`config.mk`:
```
export PLATFORM = sky130hd
export DESIGN_NAME = orv64_dbg_halt_ctrl
export DESIGN_NICKNAME = d
export VERILOG_FILES = /design/src/rtl/orv64_typedef_pkg.sv /design/src/rtl/orv64_dbg_halt_ctrl.sv
export SDC_FILE = /design/constraint.sdc
export NUM_CORES = 1
export LEC_CHECK = 0
export ABC_AREA = 1
export CORE_MARGIN = 5
export CORE_UTILIZATION = 52
export CTS_CLUSTER_SIZE = 16
export DETAILED_ROUTE_END_ITERATION = 10
export PLACE_DENSITY = 0.84
export SKIP_LAST_GASP = 1
export SLEW_MARGIN = 10
export SYNTH_ARGS = -nofsm -noshare
export SYNTH_HDL_FRONTEND = slang
export SYNTH_SLANG_ARGS = --single-unit
```
`constraint.sdc`:
```
create_clock -name clk -period 2.43 [get_ports clk]
set_input_delay 0.3645 -clock clk [delete_from_list [all_inputs] [get_ports clk]]
set_output_delay 0.3645 -clock clk [all_outputs]
set_load 0.05 [all_outputs]
```
`src/rtl/orv64_typedef_pkg.sv`:
```
// Shared debug-halt types for the orv64 core: halt cause encoding and the
// halt-controller state encoding.
package orv64_typedef_pkg;

   typedef enum logic [1:0] {
      HALT_CAUSE_NONE = 2'd0,
      HALT_CAUSE_BP   = 2'd1,
      HALT_CAUSE_REQ  = 2'd2,
      HALT_CAUSE_STEP = 2'd3
   } orv64_halt_cause_e;

   typedef enum logic [1:0] {
      DBG_RUN      = 2'd0,
      DBG_HALTING  = 2'd1,
      DBG_HALTED   = 2'd2,
      DBG_STEPPING = 2'd3
   } orv64_dbg_state_e;

   localparam logic [15:0] HALT_CNT_MAX = 16'hFFFF;

endpackage : orv64_typedef_pkg

```
`src/rtl/orv64_dbg_halt_ctrl.sv`:
```
// Debug halt/resume/single-step controller for the orv64 core.
// Optional instruction stepping is built only when ORV64_DBG_STEP_EN is defined.
module orv64_dbg_halt_ctrl
   import orv64_typedef_pkg::*;
(
   input  logic        clk,
   input  logic        rst_n,
   input  logic        bp_stall,
   input  logic        halt_req,
   input  logic        resume_req,
   input  logic        step_req,
   input  logic [7:0]  step_num,
   input  logic        wb_valid,
   input  logic        core_idle,
   output logic        core_halt,
   output logic        halted,
   output logic        resume_ack,
   output logic [1:0]  halt_cause,
   output logic [15:0] halt_cnt
);

   orv64_dbg_state_e  state_reg, state_next;
   orv64_halt_cause_e cause_reg, cause_next;
   logic              bp_mask_reg, bp_mask_next;
   logic              ack_reg, ack_next;
   logic              core_halt_reg, halted_reg;
   logic [15:0]       halt_cnt_reg;
   logic              cnt_inc;
   logic              bp_hit;

`ifdef ORV64_DBG_STEP_EN
   logic [7:0]        step_cnt_reg, step_cnt_next;
`else
   logic              unused_step;
   assign unused_step = ^{step_req, step_num};
`endif

   // The mask hides the breakpoint we resumed from until one instruction retires.
   assign bp_hit = bp_stall & ~bp_mask_reg;

   always_comb begin
      state_next   = state_reg;
      cause_next   = cause_reg;
      bp_mask_next = bp_mask_reg;
      ack_next     = 1'b0;
      cnt_inc      = 1'b0;
`ifdef ORV64_DBG_STEP_EN
      step_cnt_next = step_cnt_reg;
`endif
      if (wb_valid && (state_reg == DBG_RUN || state_reg == DBG_STEPPING))
         bp_mask_next = 1'b0;

      case (state_reg)
         DBG_RUN: begin
            if (bp_hit) begin
               state_next = DBG_HALTING;
               cause_next = HALT_CAUSE_BP;
            end else if (halt_req) begin
               state_next = DBG_HALTING;
               cause_next = HALT_CAUSE_REQ;
            end
         end
         DBG_HALTING: begin
            if (core_idle) begin
               state_next = DBG_HALTED;
               cnt_inc    = 1'b1;
            end
         end
         DBG_HALTED: begin
`ifdef ORV64_DBG_STEP_EN
            if (step_req) begin
               state_next    = DBG_STEPPING;
               ack_next      = 1'b1;
               bp_mask_next  = 1'b1;
               step_cnt_next = (step_num == 8'd0) ? 8'd1 : step_num;
            end else
`endif
            if (resume_req) begin
               state_next   = DBG_RUN;
               ack_next     = 1'b1;
               bp_mask_next = 1'b1;
            end
         end
`ifdef ORV64_DBG_STEP_EN
         DBG_STEPPING: begin
            if (bp_hit) begin
               state_next = DBG_HALTING;
               cause_next = HALT_CAUSE_BP;
            end else if (halt_req) begin
               state_next = DBG_HALTING;
               cause_next = HALT_CAUSE_REQ;
            end else if (wb_valid) begin
               if (step_cnt_reg == 8'd1) begin
                  state_next = DBG_HALTING;
                  cause_next = HALT_CAUSE_STEP;
               end
               step_cnt_next = step_cnt_reg - 8'd1;
            end
         end
`endif
         default: state_next = DBG_RUN;
      endcase
   end

   always_ff @(posedge clk or negedge rst_n) begin
      if (!rst_n) begin
         state_reg     <= DBG_RUN;
         cause_reg     <= HALT_CAUSE_NONE;
         bp_mask_reg   <= 1'b0;
         ack_reg       <= 1'b0;
         core_halt_reg <= 1'b0;
         halted_reg    <= 1'b0;
      end else begin
         state_reg     <= state_next;
         cause_reg     <= cause_next;
         bp_mask_reg   <= bp_mask_next;
         ack_reg       <= ack_next;
         core_halt_reg <= (state_next == DBG_HALTING) || (state_next == DBG_HALTED);
         halted_reg    <= (state_next == DBG_HALTED);
      end
   end

   // Counter only writes on a halt, holding its value otherwise.
   always_ff @(posedge clk or negedge rst_n) begin
      if (!rst_n)
         halt_cnt_reg <= 16'd0;
      else if (cnt_inc && halt_cnt_reg != HALT_CNT_MAX)
         halt_cnt_reg <= halt_cnt_reg + 16'd1;
   end

`ifdef ORV64_DBG_STEP_EN
   always_ff @(posedge clk or negedge rst_n) begin
      if (!rst_n)
         step_cnt_reg <= 8'd0;
      else
         step_cnt_reg <= step_cnt_next;
   end
`endif

   assign core_halt  = core_halt_reg;
   assign halted     = halted_reg;
   assign resume_ack = ack_reg;
   assign halt_cause = cause_reg;
   assign halt_cnt   = halt_cnt_reg;

endmodule : orv64_dbg_halt_ctrl
```
Word level (Yosys, flattened, before mapping)
Cells that the tools add are included.

operators by class
  muxes and demuxes = 14
  add/subtract/negate cells = 1
  equality and inequality tests = 6
  reduce and logical (&&, ||, !) cells = 7
  bitwise logic cells = 2

operators by type and width
  cell                                                              count
  16-bit by 1-bit adder with 16-bit output (second input constant)  1
  16-bit inequality test (second input constant)                    1
  2-bit two-way mux                                                 6
  1-bit two-way mux                                                 7
  2-bit == test (second input constant)                             3
  2-bit case mux with 3 select lines                                1
  2-bit by 1-bit == test with 1-bit output (second input constant)  2
  1-bit logical AND                                                 2
  2-bit zero test                                                   1
  1-bit logical OR                                                  2
  2-bit AND reduction                                               1
  2-bit nonzero test                                                1
  1-bit bitwise AND                                                 1
  1-bit inverter                                                    1

storage, ports and cells
  input port bits = 16
  flip-flop bits (word level) = 24

Logic depth before layout (Yosys ltp)
Gate-level depths: netlist (run 1).

  depth after elaboration = 6
  depth in mapped cells = 9
  depth with buffers taken out = 9

Worst setup path after synthesis (run 1)
Ideal clock, no wire load.

  kind = register to register
  start point = register halt_cnt_reg[0], in the netlist halt_cnt[0]
  end point = register halt_cnt_reg[13], in the netlist halt_cnt[13]
  arrival = 1.692 ns
  buffers on the path = 1
  period minus slack after synthesis = 1.811 ns
  stages on the path, launching flop included = 10
  setup slack = 0.619 ns
  library setup time = 0.118 ns
  path through = dfrtp_1 > ha_1 > nand2_2 > nor2_4 > nand2_4 > nor2_4 > nor2_2 > buf_6 > nand2_1 > nand2_1

between the ends
  cells in the longest elaborated chain, start to end = 2
  elaborated cells on any way between the ends = 3
  those cells by class = add/sub (1); eq/ne (1); reduce/logical (1)

ends and longest elaborated chain
  element                                                                           line                        RTL
  start: declaration                                                                orv64_dbg_halt_ctrl.sv:27   logic [15:0] halt_cnt_reg;
  start signal: assignment                                                          orv64_dbg_halt_ctrl.sv:128  halt_cnt_reg <= halt_cnt_reg + 16'd1;
  branches (longest 2 deep; another with 16-bit by 1-bit adder with 16-bit output)  --

Parallel ways; which one is timed is not known.
A chain may end at the register's enable or synchronous reset.

Final worst setup path (run 1)
  start point = register halt_cnt_reg[2], in the netlist halt_cnt[2]
  end point = output port halt_cnt[2]

RTL lines
  element           line                       RTL
  end: declaration  orv64_dbg_halt_ctrl.sv:19  output logic [15:0] halt_cnt

No word-level cell between the ends.

==> results of run 1 <==
-- how the worst min path moves through the flow --
stage,cells after the start,startpoint,endpoint,slack [ps]
finish,2,rst_n,halt_cnt[7]$_DFFE_PN0P_,390
global route,2,rst_n,halt_cnt[7]$_DFFE_PN0P_,430
CTS,2,rst_n,halt_cnt[6]$_DFFE_PN0P_,400
detailed placement,1,halt_cause[0]$_DFFE_PN0P_,halt_cause[0]$_DFFE_PN0P_,490
global placement,2,bp_mask_reg$_DFF_PN0_,bp_mask_reg$_DFF_PN0_,490
floorplan,0,rst_n,bp_mask_reg$_DFF_PN0_,70
-- power by group --
part	internal, uW	switching [uW]	total (uW)
logic	289	560	848
clock network	57.9	110	168
registers	503	111	614
-- cells in the final DEF, fill, tap and decap left out, types with 3 or more instances in the layout --
cell type	instances
sky130_fd_sc_hd__nor2_1	12
sky130_fd_sc_hd__inv_1	26
sky130_fd_sc_hd__nand3_1	8
sky130_fd_sc_hd__o21ai_2	5
sky130_fd_sc_hd__nand4_1	8
sky130_fd_sc_hd__clkdlybuf4s50_1	27
sky130_fd_sc_hd__dfrtp_1	24
sky130_fd_sc_hd__nand2_1	62
sky130_fd_sc_hd__ha_1	6
sky130_fd_sc_hd__nor2_2	6
sky130_fd_sc_hd__o21ai_0	4
sky130_fd_sc_hd__clkbuf_4	3
sky130_fd_sc_hd__nand2_2	6
sky130_fd_sc_hd__nor2_4	3
-- cell families (layout without fill, tap and decap cells) --
family / after synthesis / after routing / synth area share
AND/OR/NAND/NOR: 108 / 108 / 0.350
buffers and inverters: 29 / 60 / 0.0803
flip-flops: 24 / 24 / 0.415
AO/OA/AOI/OAI: 17 / 17 / 0.0794
adder cells (fa/ha/maj): 6 / 6 / 0.0518
XOR/XNOR: 4 / 4 / 0.0242
-- metrics by stage --
stage | power [uW] | setup slack [ps] | cell area, sq um | hold WS, ps
after floorplan | 1210 | 619 | 1450 | 68.9
after global placement | 1460 | 665 | 1760 | 485
after detailed placement | 1480 | 615 | 1760 | 495
after CTS | 1650 | 393 | 1780 | 405
after global routing | 1740 | 342 | 1780 | 434
final | 1630 | 415 | 1780 | 395
-- per-layer routing --
metal / global-route usage / part of all wire / up-vias
li1: - / - / 652
met1: 0.211 / 0.48 / 574
met2: 0.240 / 0.48 / 17
met3: 0.0216 / 0.022 / 4
met4: 0.0610 / 0.016 / 0
met5: 0 / 0 / -
-- area by class of cell --
cell class	count	share of cell area
Clock buffer	3	0.0126
Inverter	28	0.0589
Multi-Input combinational cell	135	0.410
Sequential cell	24	0.337
Tap cell	31	0.0217
Timing Repair Buffer	29	0.160
==> metrics.txt, run 1 <==
# TYPE chip_impl_metric gauge
chip_impl_metric{name="grt_overflow_total",unit=""} 0
chip_impl_metric{name="routedWlPerCell",unit="microns"} 11.3
chip_impl_info{name="outcome",value="finished, final reports clean"} 1
chip_impl_metric{name="floorplan.rows",unit=""} 19
chip_impl_metric{name="numPortBuffers",unit=""} 27
chip_impl_info{name="critical-path-slowest-cell",value="sky130_fd_sc_hd__clkdlybuf4s50_1"} 1
chip_impl_metric{name="core_region_area",unit="sq um"} 2710
chip_impl_metric{name="worst-r2r-setup-slack",unit="ps"} 770
chip_impl_metric{name="syn_area",unit="sq um"} 1450
chip_impl_info{name="critical_path_endpoint",value="halt_cnt[2]"} 1
chip_impl_metric{name="path_depth",unit=""} 1
chip_impl_metric{name="drtAntennaViolNets",unit=""} 0
chip_impl_info{name="library_cell_with_the_largest_summed_area_after_synthesis",value="sky130_fd_sc_hd__dfrtp_1"} 1
chip_impl_metric{name="p_leak",unit="uW"} 0.000839
chip_impl_info{name="endpoint_kind",value="output port"} 1
chip_impl_metric{name="worst_r2r_path_depth",unit=""} 9
chip_impl_metric{name="clk_path_buf_depth",unit=""} 2
chip_impl_metric{name="asyncSetResetFlopFracSynth",unit=""} 1.00
chip_impl_metric{name="clock_skew",unit="ps"} 8.05
chip_impl_info{name="cts_tree",value="yes"} 1
chip_impl_metric{name="dr.first_iter.drc_count",unit=""} 37
chip_impl_info{name="r2r-end",value="halt_cnt[9]$_DFFE_PN0P_"} 1
chip_impl_metric{name="synth-seq-cells",unit=""} 24
chip_impl_info{name="timing.rr.start",value="halt_cnt[0]$_DFFE_PN0P_"} 1
chip_impl_metric{name="report.final.setup_viol",unit=""} 0
chip_impl_metric{name="insertedDiodeCount",unit=""} 0
chip_impl_metric{name="vdd.ir_drop.worst",unit="V"} 0.000794
chip_impl_metric{name="route.detailed.drc",unit=""} 0
chip_impl_metric{name="cp.buffers_inverters",unit=""} 1
chip_impl_metric{name="hold_viol",unit=""} 0
chip_impl_metric{name="dpl.hpwl",unit="microns"} 2210
chip_impl_metric{name="cp.arrival",unit="ps"} 1650
chip_impl_metric{name="vias_per_instance",unit=""} 4.99
chip_impl_metric{name="synth-edff-count",unit=""} 0
chip_impl_metric{name="ys_warn_count",unit=""} 0
chip_impl_metric{name="critical-path-max-stage-delay",unit="ps"} 850
chip_impl_metric{name="synth_largest_type_area_fraction",unit=""} 0.415
chip_impl_metric{name="cts-buffers-inserted",unit=""} 3
chip_impl_metric{name="cts_sinks",unit=""} 24
chip_impl_metric{name="pin_count_of_the_biggest_net_entering_global_routing",unit=""} 25
chip_impl_info{name="cp_top_family",value="buffers and inverters"} 1
chip_impl_metric{name="floorplan.die_area",unit="sq um"} 3940
chip_impl_metric{name="yosysUniqueCellTypes",unit=""} 24
chip_impl_metric{name="max_clock_freq",unit="MHz"} 496
chip_impl_metric{name="drv_cap",unit=""} 0
chip_impl_info{name="timing.critical_path.cells",value="clkdlybuf4s50_1"} 1
chip_impl_metric{name="gp_routability_congestion",unit=""} 0.862
chip_impl_metric{name="stdcell_count",unit=""} 250
chip_impl_metric{name="report.final.slew_viol_count",unit=""} 0
chip_impl_metric{name="globalRouteTotalUtil",unit=""} 0.153
chip_impl_metric{name="tns",unit="ps"} 0
chip_impl_metric{name="multiInputGateArea",unit="sq um"} 732
chip_impl_info{name="worstHoldPathType",value="primary input to async pin"} 1
chip_impl_metric{name="h-tree-depth",unit=""} 1
chip_impl_metric{name="largest_reg_flops",unit=""} 16
chip_impl_metric{name="cp_max_fo",unit=""} 7
chip_impl_info{name="clockRootBuffer",value="sky130_fd_sc_hd__clkbuf_4"} 1
chip_impl_metric{name="source_to_sink_clock_delay_at_the_later_pin_of_the_worst_skew_pair",unit="ps"} 310
chip_impl_metric{name="setup_fix_buffers_added_after_clock_tree_synthesis",unit=""} 0
chip_impl_info{name="ys_top_cells_by_area",value="sky130_fd_sc_hd__dfrtp_1, sky130_fd_sc_hd__nand2_1, sky130_fd_sc_hd__inv_1, sky130_fd_sc_hd__ha_1, sky130_fd_sc_hd__nand4_1"} 1
chip_impl_metric{name="worst-slew-pin-transition",unit="ps"} 506
chip_impl_info{name="post_synth_most_frequent_cells",value="sky130_fd_sc_hd__nand2_1, sky130_fd_sc_hd__inv_1, sky130_fd_sc_hd__dfrtp_1"} 1
chip_impl_metric{name="slew-limit-headroom",unit=""} 0.662
chip_impl_metric{name="seq_area",unit="sq um"} 601
chip_impl_metric{name="die_width",unit="microns"} 62.8
chip_impl_metric{name="flow.area_growth_from_synthesis",unit="%"} 23.1
chip_impl_metric{name="finish.net_count",unit=""} 243
chip_impl_metric{name="final.fill_count",unit=""} 244
chip_impl_metric{name="initial_utilization",unit=""} 0.535
chip_impl_metric{name="synthesis.instances",unit=""} 188
chip_impl_info{name="yosys_most_used_dff",value="sky130_fd_sc_hd__dfrtp_1"} 1
chip_impl_metric{name="route.vias.total",unit=""} 1247
chip_impl_metric{name="synthesis.nets",unit=""} 210
chip_impl_metric{name="power-per-cell-area",unit="nW/um^2"} 913
chip_impl_metric{name="timing.critical_path.required",unit="ps"} 2070
chip_impl_info{name="startpoint_type",value="flip-flop"} 1
chip_impl_metric{name="wl",unit="microns"} 2840
chip_impl_metric{name="final_util",unit=""} 0.658
chip_impl_metric{name="timing.final.crit_period",unit="ps"} 2010
chip_impl_metric{name="vias_in_the_first_global_route",unit=""} 1142
chip_impl_metric{name="cts_resized",unit=""} 0
chip_impl_metric{name="ctsHoldBuffers",unit=""} 0
chip_impl_metric{name="boundaryPins",unit=""} 37
chip_impl_info{name="setup_repair_after_global_routing_missed_its_margin",value="false"} 1
chip_impl_metric{name="clk_transition_reported_paths",unit="ps"} 120
chip_impl_metric{name="floorplan.die.height",unit="microns"} 62.8
chip_impl_metric{name="fraction_of_layout_instances_using_a_drive_strength_above_1",unit=""} 0.132
chip_impl_info{name="startpoint",value="halt_cnt[2]$_DFFE_PN0P_"} 1
chip_impl_metric{name="grt_first_pass_wirelength",unit="microns"} 5000
chip_impl_metric{name="synth.yosys.seq_area_share",unit=""} 0.415
chip_impl_metric{name="synth_area_per_cell",unit="sq um"} 7.71
chip_impl_metric{name="antenna_found_initial",unit=""} 0
chip_impl_metric{name="place.detailed.instances",unit=""} 247
chip_impl_info{name="synth_most_common_cell",value="sky130_fd_sc_hd__nand2_1"} 1
chip_impl_metric{name="dr.pass1.iters",unit=""} 4
chip_impl_metric{name="timing.final.crit_share",unit=""} 0.829
chip_impl_info{name="worstSetupPathType",value="flip-flop to output port"} 1
(Power assumes the default switching activity.)
==> run 2, diff against run 1 <==
- CORE_UTILIZATION: 52 -> 44
- PLACE_DENSITY: 0.84 -> 0.76
- clock period: 2.43 -> 1.6 ns (I/O delays scaled with it)
==> run 2 against run 1 <==
  * Non-clock buffer count up 19
  * Combinational power up 93%
  * Die area up 15%
  * Sequential share of layout area down 3.6 points
  * Core utilization down 1.1 points
  * Register-to-register slack worse by 690 ps
  * Critical path type is now flip-flop to flip-flop
  * First-iteration DRC count up 150%
  * Largest power group unchanged
  * Cell area up 13%
  * Critical path depth up 6
==> metrics.txt, run 2 (synthesis results as in run 1) <==
# TYPE chip_impl_metric gauge
chip_impl_info{name="outcome",value="finished, final reports clean"} 1
chip_impl_metric{name="pin_count_of_the_biggest_net_entering_global_routing",unit=""} 25
chip_impl_metric{name="floorplan.die.height",unit="microns"} 67.4
chip_impl_metric{name="cts-buffers-inserted",unit=""} 3
chip_impl_info{name="startpoint_type",value="flip-flop"} 1
chip_impl_metric{name="hold_viol",unit=""} 0
chip_impl_metric{name="vias_per_instance",unit=""} 4.87
chip_impl_metric{name="grt_first_pass_wirelength",unit="microns"} 5550
chip_impl_metric{name="clk_path_buf_depth",unit=""} 2
chip_impl_metric{name="cp_max_fo",unit=""} 3
chip_impl_metric{name="layout.cell_area.non_filler",unit="sq um"} 2010
chip_impl_metric{name="vias_in_the_first_global_route",unit=""} 1307
chip_impl_metric{name="pwr-share-clk",unit=""} 0.113
chip_impl_metric{name="dr.pass1.iters",unit=""} 4
chip_impl_metric{name="clock_skew",unit="ps"} 9.41
chip_impl_info{name="mostFrequentLayoutCells",value="sky130_fd_sc_hd__nand2_1, sky130_fd_sc_hd__buf_4, sky130_fd_sc_hd__inv_1, sky130_fd_sc_hd__dfrtp_1, sky130_fd_sc_hd__nor2_1"} 1
chip_impl_metric{name="drtAntennaViolNets",unit=""} 0
chip_impl_metric{name="slew-limit-headroom",unit=""} 0.725
chip_impl_metric{name="place.detailed.instances",unit=""} 276
chip_impl_metric{name="vdd.ir_drop.worst",unit="V"} 0.000948
chip_impl_metric{name="grt_overflow_total",unit=""} 0
chip_impl_metric{name="cp.arrival",unit="ps"} 1750
chip_impl_metric{name="numPortBuffers",unit=""} 27
chip_impl_metric{name="p_leak",unit="uW"} 0.000995
chip_impl_metric{name="antenna_found_initial",unit=""} 0
chip_impl_metric{name="largest_reg_flops",unit=""} 16
chip_impl_metric{name="timing.final.crit_share",unit=""} 0.952
chip_impl_metric{name="tns",unit="ps"} 0
chip_impl_metric{name="final_util",unit=""} 0.648
chip_impl_metric{name="dpl.hpwl",unit="microns"} 2580
chip_impl_metric{name="route.vias.total",unit=""} 1379
chip_impl_info{name="clockRootBuffer",value="sky130_fd_sc_hd__clkbuf_4"} 1
chip_impl_metric{name="report.final.setup_viol",unit=""} 0
chip_impl_info{name="worstSetupPathType",value="flip-flop to flip-flop"} 1
chip_impl_metric{name="insertedDiodeCount",unit=""} 0
chip_impl_metric{name="floorplan.die_area",unit="sq um"} 4540
chip_impl_metric{name="cts_sinks",unit=""} 24
chip_impl_info{name="most_frequent_standard_cell_in_the_layout_excluding_fill_and_tap_cells",value="sky130_fd_sc_hd__nand2_1"} 1
chip_impl_metric{name="fraction_of_layout_instances_using_a_drive_strength_above_1",unit=""} 0.314
chip_impl_metric{name="clk_transition_reported_paths",unit="ps"} 140
chip_impl_info{name="cts_tree",value="yes"} 1
chip_impl_metric{name="dr.first_iter.drc_count",unit=""} 92
chip_impl_metric{name="worst_r2r_path_depth",unit=""} 7
chip_impl_info{name="worstHoldPathType",value="primary input to async pin"} 1
chip_impl_metric{name="source_to_sink_clock_delay_at_the_later_pin_of_the_worst_skew_pair",unit="ps"} 320
chip_impl_metric{name="ctsHoldBuffers",unit=""} 0
chip_impl_metric{name="h-tree-depth",unit=""} 1
chip_impl_metric{name="power.switching_fraction",unit=""} 0.456
chip_impl_metric{name="final.hold.worst_slack",unit="ps"} 265
chip_impl_metric{name="power-per-cell-area",unit="nW/um^2"} 1420
chip_impl_metric{name="netSwitchingPower",unit="uW"} 1300
chip_impl_metric{name="globalRouteTotalUtil",unit=""} 0.160
chip_impl_metric{name="worst-r2r-setup-slack",unit="ps"} 80
chip_impl_metric{name="finish.net_count",unit=""} 262
chip_impl_metric{name="core_region_area",unit="sq um"} 3100
chip_impl_metric{name="initial_utilization",unit=""} 0.467
chip_impl_metric{name="worst-slew-pin-transition",unit="ps"} 412
chip_impl_metric{name="report.final.slew_viol_count",unit=""} 0
chip_impl_metric{name="p_int",unit="uW"} 1550
chip_impl_metric{name="dpl_cell_area",unit="sq um"} 1940
chip_impl_metric{name="wl",unit="microns"} 3320
chip_impl_metric{name="flow.area_growth_from_synthesis",unit="%"} 38.7
chip_impl_metric{name="die_width",unit="microns"} 67.4
chip_impl_metric{name="stdcell_count",unit=""} 283
chip_impl_metric{name="boundaryPins",unit=""} 37
chip_impl_metric{name="timing.critical_path.required",unit="ps"} 1830
chip_impl_metric{name="routedWlPerCell",unit="microns"} 11.7
chip_impl_info{name="timing.rr.start",value="state_reg[1]$_DFF_PN0_"} 1
chip_impl_metric{name="floorplan.rows",unit=""} 20
chip_impl_metric{name="power.share.sequential",unit=""} 0.311
chip_impl_info{name="endpoint_kind",value="flip-flop"} 1
chip_impl_metric{name="combinationalPowerShare",unit=""} 0.576
chip_impl_metric{name="timing.final.crit_period",unit="ps"} 1520
chip_impl_metric{name="max_clock_freq",unit="MHz"} 657
chip_impl_metric{name="drv_cap",unit=""} 0
chip_impl_metric{name="gp_routability_congestion",unit=""} 0.844
chip_impl_info{name="r2r-end",value="core_halt$_DFF_PN0_"} 1
chip_impl_metric{name="route.detailed.drc",unit=""} 0
run 2: worst max path at each step:
stage	slack [ps]	to	cells after the start	from
after floorplan	20	halt_cnt[13]$_DFFE_PN0P_	8	halt_cnt[7]$_DFFE_PN0P_
after global placement	-60	halt_cnt[10]$_DFFE_PN0P_	5	core_idle
after detailed placement	-80	halt_cnt[10]$_DFFE_PN0P_	5	core_idle
after CTS	40	core_halt$_DFF_PN0_	8	state_reg[1]$_DFF_PN0_
after global routing	-60	core_halt$_DFF_PN0_	7	state_reg[1]$_DFF_PN0_
final	80	core_halt$_DFF_PN0_	7	state_reg[1]$_DFF_PN0_
run 2: power by group through the flow:
stage	Combinational, uW	Sequential (uW)	Clock, uW
2_1_floorplan	498	1370	0
3_3_place_gp	1540	898	0
3_5_place_dp	1570	907	0
4_1_cts	1580	895	334
5_1_grt	1790	912	352
6_report	1640	888	323
run 2: worst max-delay path, cell delays in order, from the launching register on:
cell and delay [ps]:
sky130_fd_sc_hd__dfrtp_1 430, sky130_fd_sc_hd__inv_1 90, sky130_fd_sc_hd__ha_1 180, sky130_fd_sc_hd__inv_1 60, sky130_fd_sc_hd__o211ai_1 160, sky130_fd_sc_hd__o211ai_1 180
sky130_fd_sc_hd__ha_1 320, sky130_fd_sc_hd__inv_1 30
run 2: routing by layer:
metal  global-route usage  vias to the layer above  routed length, microns
li1                     -                      697                       -
met1                0.206                      657                    1530
met2                0.270                       21                    1650
met3               0.0349                        4                     100
met4               0.0405                        0                      39
met5                    0                        -                       0
run 2: timing repair:
item,in CTS,in global routing
pin swaps,0,1
resized for setup,1,2
setup buffers,0,3
setup endpoints to repair,9,1
run 2: final cells by class:
class | instances | area, sq um
inverters | 28 | 105
well taps | 44 | 55.1
clock buffers | 4 | 36.3
flip-flops and latches | 24 | 603
fillers | 293 | 1090
multi-input cells | 135 | 759
repair buffers | 48 | 450
run 2: metrics by stage:
stage          setup slack, ps  total power (uW)
3_5_place_dp             -82.2              2480
3_3_place_gp             -55.4              2440
6_report                  76.9              2860
2_1_floorplan             17.0              1870
5_1_grt                  -63.4              3050
4_1_cts                   39.7              2810
==> run 3, diff against run 2 <==
- CORE_MARGIN: 5 -> 2
- CORE_UTILIZATION: 44 -> 45
- CTS_BUF_LIST: not set -> sky130_fd_sc_hd__clkbuf_2
- PLACE_DENSITY: 0.76 -> 0.77
- REMOVE_ABC_BUFFERS: not set -> 1
==> run 3 against run 2 <==
  * Maximum frequency down 2.4%
  * Total power up 3.2%
  * First-iteration DRC count down 38%
  * Critical path type unchanged
  * Largest cell class unchanged
  * Largest power group unchanged
==> metrics.txt, run 3 (synthesis results as in run 1) <==
# TYPE chip_impl_metric gauge
chip_impl_metric{name="worst_slack",unit="ps"} 38.9
chip_impl_metric{name="dr.pass1.iters",unit=""} 4
chip_impl_metric{name="place.detailed.instances",unit=""} 276
chip_impl_metric{name="timing.critical_path.required",unit="ps"} 1870
chip_impl_metric{name="critical-path-max-stage-delay",unit="ps"} 500
chip_impl_metric{name="floorplan.die.height",unit="microns"} 60.7
chip_impl_info{name="critical-path-slowest-cell",value="sky130_fd_sc_hd__dfrtp_2"} 1
chip_impl_info{name="most_frequent_standard_cell_in_the_layout_excluding_fill_and_tap_cells",value="sky130_fd_sc_hd__nand2_1"} 1
chip_impl_metric{name="worst-slew-pin-transition",unit="ps"} 401
chip_impl_metric{name="power-per-cell-area",unit="nW/um^2"} 1460
chip_impl_metric{name="dr.first_iter.drc_count",unit=""} 57
chip_impl_info{name="outcome",value="finished, final reports clean"} 1
chip_impl_metric{name="numPortBuffers",unit=""} 27
chip_impl_metric{name="tns",unit="ps"} 0
chip_impl_info{name="worstSetupPathType",value="flip-flop to flip-flop"} 1
chip_impl_metric{name="worst_r2r_path_depth",unit=""} 7
chip_impl_info{name="cp_top_family",value="flip-flops"} 1
chip_impl_metric{name="timing.final.crit_share",unit=""} 0.976
chip_impl_metric{name="max_clock_freq",unit="MHz"} 641
chip_impl_metric{name="wl",unit="microns"} 3170
chip_impl_metric{name="drv_cap",unit=""} 0
chip_impl_metric{name="route.detailed.drc",unit=""} 0
chip_impl_metric{name="antenna_found_initial",unit=""} 0
chip_impl_metric{name="route.vias.total",unit=""} 1318
chip_impl_metric{name="worst-r2r-setup-slack",unit="ps"} 40
chip_impl_metric{name="flow.area_growth_from_synthesis",unit="%"} 39.7
chip_impl_metric{name="cts_sinks",unit=""} 24
chip_impl_metric{name="cp.arrival",unit="ps"} 1830
chip_impl_metric{name="largest_reg_flops",unit=""} 16
chip_impl_metric{name="hold_viol",unit=""} 0
chip_impl_info{name="highest-signal-layer",value="met4"} 1
chip_impl_metric{name="source_to_sink_clock_delay_at_the_later_pin_of_the_worst_skew_pair",unit="ps"} 340
chip_impl_metric{name="pin_count_of_the_biggest_net_entering_global_routing",unit=""} 25
chip_impl_metric{name="cp_max_fo",unit=""} 5
chip_impl_info{name="mostFrequentLayoutCells",value="sky130_fd_sc_hd__nand2_1, sky130_fd_sc_hd__buf_4, sky130_fd_sc_hd__inv_1, sky130_fd_sc_hd__dfrtp_1, sky130_fd_sc_hd__nor2_1"} 1
chip_impl_metric{name="globalRouteTotalUtil",unit=""} 0.188
chip_impl_metric{name="floorplan.die_area",unit="sq um"} 3690
chip_impl_info{name="startpoint_type",value="flip-flop"} 1
chip_impl_metric{name="fraction_of_layout_instances_using_a_drive_strength_above_1",unit=""} 0.324
chip_impl_info{name="worstHoldPathType",value="primary input to async pin"} 1
chip_impl_info{name="endpoint_kind",value="flip-flop"} 1
chip_impl_metric{name="insertedDiodeCount",unit=""} 0
chip_impl_metric{name="drtAntennaViolNets",unit=""} 0
chip_impl_metric{name="grt_first_pass_wirelength",unit="microns"} 5220
chip_impl_info{name="timing.critical_path.cells",value="inv_2 -> ha_4 -> inv_1 -> o211ai_1 -> o211ai_1 -> ha_1 -> inv_1"} 1
chip_impl_metric{name="vias_per_instance",unit=""} 4.67
chip_impl_metric{name="dpl.hpwl",unit="microns"} 2430
chip_impl_metric{name="clk_path_buf_depth",unit=""} 2
chip_impl_metric{name="stdcell_count",unit=""} 282
chip_impl_metric{name="grt_overflow_total",unit=""} 0
chip_impl_metric{name="slew-limit-headroom",unit=""} 0.732
chip_impl_metric{name="met3RoutedLength",unit="microns"} 88
chip_impl_metric{name="final_util",unit=""} 0.663
chip_impl_metric{name="report.final.slew_viol_count",unit=""} 0
chip_impl_metric{name="vdd.ir_drop.worst",unit="V"} 0.000921
chip_impl_metric{name="timing.final.crit_period",unit="ps"} 1560
chip_impl_metric{name="p_leak",unit="uW"} 0.000998
chip_impl_metric{name="routedWlPerCell",unit="microns"} 11.2
chip_impl_metric{name="core_region_area",unit="sq um"} 3050
chip_impl_metric{name="report.final.setup_viol",unit=""} 0
chip_impl_metric{name="die_width",unit="microns"} 60.7
chip_impl_metric{name="vias_in_the_first_global_route",unit=""} 1238
chip_impl_metric{name="clk_transition_reported_paths",unit="ps"} 230
chip_impl_metric{name="gp_routability_congestion",unit=""} 0.847
chip_impl_info{name="r2r-end",value="core_halt$_DFF_PN0_"} 1
chip_impl_metric{name="floorplan.rows",unit=""} 20
chip_impl_metric{name="boundaryPins",unit=""} 37
chip_impl_metric{name="h-tree-depth",unit=""} 1
chip_impl_metric{name="clock_skew",unit="ps"} 11.1
chip_impl_metric{name="route.layer.met1.wl",unit="microns"} 1510
chip_impl_metric{name="wl_met2",unit="microns"} 1530
chip_impl_info{name="timing.rr.start",value="state_reg[1]$_DFF_PN0_"} 1
chip_impl_info{name="cts_tree",value="yes"} 1
chip_impl_metric{name="initial_utilization",unit=""} 0.475
chip_impl_metric{name="cts-buffers-inserted",unit=""} 3
chip_impl_metric{name="preCtsSetupSlack",unit="ps"} -104
chip_impl_info{name="clockRootBuffer",value="sky130_fd_sc_hd__clkbuf_2"} 1
chip_impl_metric{name="cp.buffers_inverters",unit=""} 3
chip_impl_metric{name="ctsHoldBuffers",unit=""} 0
chip_impl_metric{name="finish.net_count",unit=""} 261
-- run 3: changes by cell type in the layout (fill, tap and decap cells not counted), sizes merged --
cell	previous run	this run
bufinv	0	1
buf	42	41
clkbuf	4	3
-- run 3: cell type report --
type,instances,area [sq um]
inverter,28,105
fill,264,1030
timing repair buffer,47,443
clock buffer,3,15.0
clock inverter,1,30.0
tap,44,55.1
multi-input combinational,135,773
sequential,24,603
-- run 3: how the worst max path moves through the flow --
| stage | start | endpoint | slack (ps) | cells past startpoint |
|---|---|---|---|---|
| CTS | state_reg[1]$_DFF_PN0_ | core_halt$_DFF_PN0_ | 10 | 7 |
| floorplan | halt_cnt[0]$_DFFE_PN0P_ | halt_cnt[3]$_DFFE_PN0P_ | -260 | 8 |
| finish | state_reg[1]$_DFF_PN0_ | core_halt$_DFF_PN0_ | 40 | 7 |
| global route | state_reg[1]$_DFF_PN0_ | core_halt$_DFF_PN0_ | -70 | 7 |
| global placement | core_idle | halt_cnt[11]$_DFFE_PN0P_ | -70 | 5 |
| detailed placement | core_idle | halt_cnt[10]$_DFFE_PN0P_ | -100 | 5 |
-- run 3: per-stage QoR --
stage          instance area [sq um]  total power (uW)  hold slack (ps)
2_1_floorplan                   1440              1820            -55.6
5_1_grt                         2020              3160              191
3_3_place_gp                    1920              2400              476
4_1_cts                         1970              2860              217
6_report                        2020              2950              224
3_5_place_dp                    1920              2440              481
-- run 3: repair_timing --
item,4_1_cts,5_1_grt
endpoints found under the setup margin,9,2
gates cloned,0,0
pin swaps,0,4
setup buffers,0,2
resized for setup,1,10
-- run 3: layer usage --
metal | global-route usage | vias up
met5 | 0 | -
met4 | 0.0807 | 0
met2 | 0.309 | 23
met1 | 0.257 | 594
li1 | - | 697
met3 | 0.0149 | 4
-- run 3: power by group --
part | switching [uW] | internal, uW
registers | 115 | 767
clock network | 184 | 215
logic | 1020 | 649
total | 1310 | 1630
